[src/rtl/pipeline_hazard_ctrl.sv]
// Pipeline register sequencer: stage enables/flushes, PC enable, run/wait/halt
// state machine and saturating performance counters for the 5-stage pipeline.
module pipeline_hazard_ctrl #(
    parameter int unsigned CNT_W = 32
) (
    input  logic             CLK,
    input  logic             RST,
    input  logic             ihit,
    input  logic             dhit,
    input  logic             ID_dread,
    input  logic [4:0]       ID_rt,
    input  logic [4:0]       IF_rs,
    input  logic [4:0]       IF_rt,
    input  logic             EX_dread,
    input  logic             EX_dwrite,
    input  logic             br_taken,
    input  logic             MEM_halt,
    output logic             IF_EN,
    output logic             ID_EN,
    output logic             EX_EN,
    output logic             MEM_EN,
    output logic             IF_FLUSH,
    output logic             ID_FLUSH,
    output logic             EX_FLUSH,
    output logic             MEM_FLUSH,
    output logic             pc_en,
    output logic             halt,
    output logic [CNT_W-1:0] cyc_cnt,
    output logic [CNT_W-1:0] stall_cnt,
    output logic [CNT_W-1:0] redir_cnt
);

    typedef enum logic [1:0] {
        ST_RUN    = 2'd0,
        ST_DWAIT  = 2'd1,
        ST_HALTED = 2'd2
    } state_t;

    localparam logic [CNT_W-1:0] CNT_MAX = {CNT_W{1'b1}};
    localparam logic [CNT_W-1:0] CNT_ONE = {{(CNT_W-1){1'b0}}, 1'b1};

    state_t            state_q, state_d;
    logic [CNT_W-1:0]  cyc_cnt_q, cyc_cnt_d;
    logic [CNT_W-1:0]  stall_cnt_q, stall_cnt_d;
    logic [CNT_W-1:0]  redir_cnt_q, redir_cnt_d;

    logic mem_stall_s;
    logic lduse_s;
    logic if_en_s, id_en_s, ex_en_s, mem_en_s;
    logic if_flush_s, id_flush_s, ex_flush_s, mem_flush_s;
    logic pc_en_s, halt_s, redirect_s;
    logic count_en_s;

    assign mem_stall_s = (EX_dread | EX_dwrite) & ~dhit;
    // Register 0 is hardwired, so a load targeting it never creates a hazard.
    assign lduse_s     = ID_dread & (ID_rt != 5'd0) & ((ID_rt == IF_rs) | (ID_rt == IF_rt));
    assign count_en_s  = (state_q != ST_HALTED);

    // State register.
    always_ff @(posedge CLK or posedge RST) begin
        if (RST) begin
            state_q <= ST_RUN;
        end else begin
            state_q <= state_d;
        end
    end

    // Next-state logic: halt wins over a pending data access.
    always_comb begin
        state_d = state_q;
        case (state_q)
            ST_RUN, ST_DWAIT: begin
                if (MEM_halt) begin
                    state_d = ST_HALTED;
                end else if (mem_stall_s) begin
                    state_d = ST_DWAIT;
                end else begin
                    state_d = ST_RUN;
                end
            end
            ST_HALTED: state_d = ST_HALTED;
            default:   state_d = ST_RUN;
        endcase
    end

    // Output decode; a flush is only ever issued together with its enable.
    always_comb begin
        if_en_s     = 1'b0;
        id_en_s     = 1'b0;
        ex_en_s     = 1'b0;
        mem_en_s    = 1'b0;
        if_flush_s  = 1'b0;
        id_flush_s  = 1'b0;
        ex_flush_s  = 1'b0;
        mem_flush_s = 1'b0;
        pc_en_s     = 1'b0;
        halt_s      = 1'b0;
        redirect_s  = 1'b0;
        if (RST) begin
            halt_s = 1'b0;
        end else begin
            case (state_q)
                ST_RUN, ST_DWAIT: begin
                    if (MEM_halt || mem_stall_s) begin
                        pc_en_s = 1'b0;
                    end else if (br_taken) begin
                        {if_en_s, id_en_s, ex_en_s, mem_en_s} = 4'b1111;
                        {if_flush_s, id_flush_s, ex_flush_s}  = 3'b111;
                        pc_en_s    = 1'b1;
                        redirect_s = 1'b1;
                    end else if (lduse_s) begin
                        {id_en_s, ex_en_s, mem_en_s} = 3'b111;
                        id_flush_s = 1'b1;
                    end else if (!ihit) begin
                        {if_en_s, id_en_s, ex_en_s, mem_en_s} = 4'b1111;
                        if_flush_s = 1'b1;
                    end else begin
                        {if_en_s, id_en_s, ex_en_s, mem_en_s} = 4'b1111;
                        pc_en_s = 1'b1;
                    end
                end
                ST_HALTED: halt_s = 1'b1;
                default:   halt_s = 1'b0;
            endcase
        end
    end

    // Saturating counter updates, frozen once halted.
    always_comb begin
        cyc_cnt_d   = cyc_cnt_q;
        stall_cnt_d = stall_cnt_q;
        redir_cnt_d = redir_cnt_q;
        if (count_en_s) begin
            if (cyc_cnt_q != CNT_MAX) begin
                cyc_cnt_d = cyc_cnt_q + CNT_ONE;
            end else begin
                cyc_cnt_d = cyc_cnt_q;
            end
            if (!pc_en_s && (stall_cnt_q != CNT_MAX)) begin
                stall_cnt_d = stall_cnt_q + CNT_ONE;
            end else begin
                stall_cnt_d = stall_cnt_q;
            end
            if (redirect_s && (redir_cnt_q != CNT_MAX)) begin
                redir_cnt_d = redir_cnt_q + CNT_ONE;
            end else begin
                redir_cnt_d = redir_cnt_q;
            end
        end else begin
            cyc_cnt_d = cyc_cnt_q;
        end
    end

    // Counter registers.
    always_ff @(posedge CLK or posedge RST) begin
        if (RST) begin
            cyc_cnt_q   <= {CNT_W{1'b0}};
            stall_cnt_q <= {CNT_W{1'b0}};
            redir_cnt_q <= {CNT_W{1'b0}};
        end else begin
            cyc_cnt_q   <= cyc_cnt_d;
            stall_cnt_q <= stall_cnt_d;
            redir_cnt_q <= redir_cnt_d;
        end
    end

    assign IF_EN     = if_en_s;
    assign ID_EN     = id_en_s;
    assign EX_EN     = ex_en_s;
    assign MEM_EN    = mem_en_s;
    assign IF_FLUSH  = if_flush_s;
    assign ID_FLUSH  = id_flush_s;
    assign EX_FLUSH  = ex_flush_s;
    assign MEM_FLUSH = mem_flush_s;
    assign pc_en     = pc_en_s;
    assign halt      = halt_s;
    assign cyc_cnt   = cyc_cnt_q;
    assign stall_cnt = stall_cnt_q;
    assign redir_cnt = redir_cnt_q;

endmodule

[config.mk]
export PLATFORM = sky130hd
export DESIGN_NAME = pipeline_hazard_ctrl
export DESIGN_NICKNAME = d
export VERILOG_FILES = /design/src/rtl/pipeline_hazard_ctrl.sv
export SDC_FILE = /design/constraint.sdc
export NUM_CORES = 1
export LEC_CHECK = 0
export CORE_ASPECT_RATIO = 0.8
export CORE_MARGIN = 2
export CORE_UTILIZATION = 53
export CTS_CLUSTER_DIAMETER = 80
export DETAILED_ROUTE_END_ITERATION = 16
export PLACE_DENSITY = 0.84
export RECOVER_POWER = 100
export SYNTH_ARGS = -nofsm -noshare
export SYNTH_HDL_FRONTEND = slang
export SYNTH_SLANG_ARGS = --single-unit
[constraint.sdc]
create_clock -name CLK -period 4.8 [get_ports CLK]
set_clock_uncertainty 0.05 [all_clocks]
set_input_delay 0.48 -clock CLK [delete_from_list [all_inputs] [get_ports CLK]]
set_output_delay 0.48 -clock CLK [all_outputs]
set_load 0.05 [all_outputs]
==> results.toml, run 1 <==
[placement]
dp_hpwl_um = 8620
place_area_um2 = 6430
preCtsSetupSlack_ns = 1.26
port_buffers = 128
globalplace.congestion = 0.837

[routing]
wl_met1_um = 5160
num_vias = 4012
routedWlPerCell_um = 16.2
dr_wl_met3_um = 701
ant_nets = 0
dr.pass1.iters = 5
drc = 0
wl_um = 11700
top_layer = "met5"
viasPerCell = 5.53
dr_wl_met2_um = 5730
drtIter0Drc = 213

[power]
p_clk_frac = 0.376
pwr-share-comb = 0.128
swShare = 0.275
pwr-share-seq = 0.496
ir_drop_uv = 174
p_int_w = 0.00128
p_sw_w = 0.000488
p_per_area_nw_per_um2 = 267
p_leak_nw = 3.18

[yosys]
ys_seq_elements = 98
synth_cell_types = 55
synthCells = 479
syn_area_um2 = 5090
syn_area_per_cell_um2 = 10.6
ys_warn_count = 0
synth_seq_area_share = 0.482
synth-edff-count = 0
synth_fp_nets = 506
ys.flop_type = "dfrtp_1"
ys_async_sr_fraction = 1.00

[worst_setup_path]
cp.arrival_ns = 3.07
critPathRequiredTime_ns = 4.27
critical_path.max_fanout = 3
end_kind = "primary output"
worst_setup_path_start_kind = "input port"
worstSetupPathType = "input port to primary output"

[global_routing]
overflow = 0
antenna_found_initial = 1
grt_pass1_vias = 3971
grt_pass1_wl_um = 19800
grtUsageTotal = 0.240
grt_max_degree = 60

[finish]
nNetsFinal = 633
multi_input_area_um2 = 2430
syn_to_final_growth_pct = 30.4
antennaDiodeCount = 0
drive_gt1_frac = 0.0589
fill_cells = 686
seq_area_um2 = 2450
design_area_um2 = 6630

[run]
cap_violations = 2

[floorplanning]
die_y_um = 91.6
die-area_um2 = 10400
start_util = 0.553
coreArea_um2 = 9190
rows = 31
ios = 130
die_w_um = 114

[clock_tree]
htree_levels = 3
cts_made_buffers = 9
tritoncts = "yes"
clk_latency_ns = 0.35
post_cts.repair.setup_buffers = 0
clockBufferDepth = 2
cts_sinks = 98
cts_hold_buf = 0
cts_root_buffer = "clkbuf_16"
cts.repair.resized = 0
cts.clk_slew.worst_paths_ns = 0.06

[worst_hold_path]
hp-class = "register to register"

[sta]
tns_ns = 0
max_slew_margin = -0.700
fmax_ghz = 0.278
fin_crit_ns = 3.60
setup_viol = 0
rsz0062_at_grt = "false"
fin_ws_ns = 1.20
slew_violations = 92
tightest_slew_ns = 2.54
hold_violations = 0
final.period_utilization = 0.750

[outcome]
violations = "capacitance limit, slew limit"
outcome = "finished with violations"
==> layout by cell type (no fill, tap or decap), types with 3 or more instances in the layout <==
cell,count
clkbuf_1,3
dlygate4sd3_1,108
and2_1,3
nor2_1,29
nand2_1,38
xnor2_1,75
inv_1,10
nor3_1,16
xor2_1,27
clkdlybuf4s50_1,20
clkbuf_16,9
nand3_1,35
clkinvlp_4,3
ha_1,3
dfrtp_1,98
o21a_1,3
and3_1,30
nand3_2,9
nor4_1,7
nand4_1,30
or3_1,5
and4_1,8
==> worst max-delay path: stages <==
cell,delay [ns]
clkdlybuf4s50_1,0.47
or4_1,0.55
o21ai_1,0.17
nor2b_1,0.10
a21boi_0,0.27
o21a_1,0.17
dlygate4sd3_1,0.87
==> layer usage <==
layer | GRT usage | up-vias
met5 | 0 | -
met4 | 0.0610 | 2
met3 | 0.0780 | 15
met2 | 0.377 | 119
met1 | 0.323 | 1950
li1 | - | 1926
==> per-stage QoR <==
stage	hold WS, ns	power (W)	utilization	cells
5_1_grt	0.460	0.00185	0.722	726
2_1_floorplan	0.381	0.00104	-	479
3_5_place_dp	0.414	0.00113	0.700	710
6_report	0.424	0.00177	0.722	726
4_1_cts	0.423	0.00180	0.730	726
3_3_place_gp	0.395	0.00113	0.700	710
==> power groups by stage <==
stage	Combinational [W]	Sequential [W]	Clock [W]
after floorplan	0.0000620	0.000978	0
after global placement	0.000233	0.000894	0
after detailed placement	0.000238	0.000895	0
after CTS	0.000239	0.000879	0.000686
after global routing	0.000240	0.000883	0.000726
final	0.000226	0.000879	0.000666
==> flip-flops by register name, indices dropped and copies added (netlist names) <==
register	count
cyc_cnt	32
redir_cnt	32
stall_cnt	32
state_q	2
==> path summary, 6_finish.rpt <==
| check | from | endpoint | slack (ns) | cells past startpoint |
|---|---|---|---|---|
| setup / recovery | ID_rt[1] | pc_en | 1.20 | 7 |
| hold reg to reg | state_q[0] | state_q[1] | 0.42 | 1 |
| hold / removal | state_q[0] | state_q[1] | 0.42 | 1 |
| max in group asynchronous | RST | cyc_cnt[0] | 1.58 | 3 |
| setup reg to reg | state_q[1] | stall_cnt[1] | 1.69 | 7 |
| min in group asynchronous | RST | cyc_cnt[28] | 1.30 | 2 |
==> cell type report <==
cell class / count / share of cell area
Sequential cell: 98 / 0.370
Clock buffer: 11 / 0.0351
Timing Repair Buffer: 130 / 0.194
Multi-Input combinational cell: 356 / 0.367
Clock inverter: 5 / 0.00604
Tap cell: 115 / 0.0217
Inverter: 11 / 0.00641
==> logic make-up after synthesis <==
group,Yosys count,synth area share
AO/OA/AOI/OAI,17,0.0253
XOR/XNOR,102,0.176
other,1,0.000737
flip-flops,98,0.482
adder cells (fa/ha/maj),3,0.00738
buffers and inverters,25,0.0266
AND/OR/NAND/NOR,230,0.276
multiplexers,3,0.00640
==> Yosys cell counts, drive strengths merged, types with 3 or more instances <==
cell	instances	area (um^2)
nor4	8	86.3
buf	12	86.3
xor2	27	236
and2	4	25.0
and3	30	188
nor2	31	121
dfrtp	98	2450
inv	11	41.3
xnor2	75	657
nand3	44	270
nand4	33	240
ha	3	37.5
or3	5	36.3
o21a	3	22.5
nor3	17	105
and4	8	70.1
or4	3	26.3
nand2	38	145
Note: power is estimated with default switching activity, not from simulation.
==> inputs of run 2 (changes only) <==
CORE_UTILIZATION = 49   (was 53)
PLACE_DENSITY = 0.78   (was 0.84)
clock period = 3.75 ns   (was 4.8 ns; I/O delays follow)
==> run 2 against run 1 <==
Against the previous run:
- the run still ends with capacitance limit, slew limit left
- sequential power grew 29%
- register-to-register slack lost 0.61 ns
- utilization shrank 6.4 points
- critical path type unchanged
- largest cell class unchanged
- largest power group unchanged
==> results.toml, run 2 (same netlist as run 1, synthesis figures left out) <==
[worst_hold_path]
hp-class = "register to register"

[global_routing]
grt_max_degree = 58
grtUsageTotal = 0.215
overflow = 0
grt_pass1_vias = 3910
antenna_found_initial = 0
grt_pass1_wl_um = 19300

[finish]
nNetsFinal = 634
antennaDiodeCount = 0
layout_common_cells = "108 x dlygate4sd3_1, 98 x dfrtp_1, 75 x xnor2_1"
syn_to_final_growth_pct = 31.4
seq_area_um2 = 2450
multi_input_area_um2 = 2400
fill_cells = 838
mostFrequentLayoutCell = "dlygate4sd3_1"
fin_util = 0.658
drive_gt1_frac = 0.0490
design_area_um2 = 6680

[power]
pwr-share-comb = 0.119
pwr-share-seq = 0.469
p_int_w = 0.00177
p_per_area_nw_per_um2 = 360
p_clk_frac = 0.412
ir_drop_uv = 223
p_leak_nw = 3.21
swShare = 0.261
design_power_total_w = 0.00240
p_sw_w = 0.000628

[sta]
fin_crit_ns = 3.37
tns_ns = 0
rsz0062_at_grt = "false"
tightest_slew_ns = 2.15
final.period_utilization = 0.899
fmax_ghz = 0.297
slew_violations = 58
max_slew_margin = -0.437
setup_viol = 0
hold_violations = 0

[worst_setup_path]
worst_setup_path_start_kind = "input port"
critical_path.max_fanout = 8
worst-r2r-setup-slack_ns = 1.08
critPathRequiredTime_ns = 3.32
worstSetupPathType = "input port to primary output"
end_kind = "primary output"
cp.arrival_ns = 2.95

[clock_tree]
cts_hold_buf = 0
tritoncts = "yes"
htree_levels = 3
clockBufferDepth = 2
cts_sinks = 98
clk_latency_ns = 0.34
cts_root_buffer = "clkbuf_16"
cts_made_buffers = 9
post_cts.repair.setup_buffers = 0
cts.repair.resized = 0
cts.clk_slew.worst_paths_ns = 0.06

[placement]
dp_hpwl_um = 8510
port_buffers = 128
globalplace.congestion = 0.881
place_area_um2 = 6470

[outcome]
violations = "capacitance limit, slew limit"
outcome = "finished with violations"

[run]
cap_violations = 1

[routing]
wl_um = 11700
drtIter0Drc = 217
drc = 0
viasPerCell = 5.33
routedWlPerCell_um = 15.6
dr.pass1.iters = 4
num_vias = 4006
ant_nets = 0

[floorplanning]
rows = 33
die_w_um = 118
die_y_um = 95.1
coreArea_um2 = 10200
start_util = 0.501
die-area_um2 = 11200
ios = 130
-- run 2: changes by cell type in the layout (fill, tap and decap cells not counted), sizes merged --
cell	before	now
clkinv	1	4
bufinv	0	2
clkinvlp	4	0
-- run 2: worst max-delay path, stage by stage --
cell	delay (ns)
dlygate4sd3_1	0.58
nor3_1	0.26
and2_0	0.40
a21boi_0	0.29
o21a_1	0.17
dlygate4sd3_1	0.87
-- run 2: power by group through the flow --
stage	sequential [W]	clock [W]	combinational, W
after floorplan	0.00125	0	0.0000793
after global placement	0.00114	0	0.000301
after detailed placement	0.00115	0	0.000305
after CTS	0.00113	0.00102	0.000306
after global routing	0.00113	0.00105	0.000314
final	0.00113	0.000990	0.000287
-- run 2: layer usage --
layer / GRT usage / vias to the layer above / wire [um]
li1: - / 1939 / -
met4: 0.0823 / 0 / 190
met3: 0.0538 / 15 / 624
met5: 0 / - / 0
met1: 0.283 / 1929 / 5420
met2: 0.348 / 123 / 5510
-- run 2: layout make-up --
cell class	instances	share of cell area
clock inverters	6	0.0137
well taps	140	0.0262
inverters	11	0.00618
multi-input cells	356	0.359
repair buffers	131	0.194
clock buffers	10	0.0343
flip-flops and latches	98	0.367
-- run 2: through the flow --
stage / hold slack (ns) / setup slack [ns] / std cells
5_1_grt: 0.427 / 0.219 / 752
3_3_place_gp: 0.398 / 0.497 / 736
4_1_cts: 0.417 / 0.458 / 752
3_5_place_dp: 0.407 / 0.465 / 736
6_report: 0.411 / 0.379 / 752
2_1_floorplan: 0.381 / 0.455 / 479
-- run 2: path summary, 6_finish.rpt --
path	endpoint	from	cells past startpoint
min in group asynchronous	redir_cnt[6]	RST	2
worst min-delay path	state_q[1]	state_q[0]	1
worst max register to register	stall_cnt[29]	state_q[1]	7
worst min register to register	state_q[1]	state_q[0]	1
max in group asynchronous	redir_cnt[18]	RST	3
worst max-delay path	pc_en	MEM_halt	6
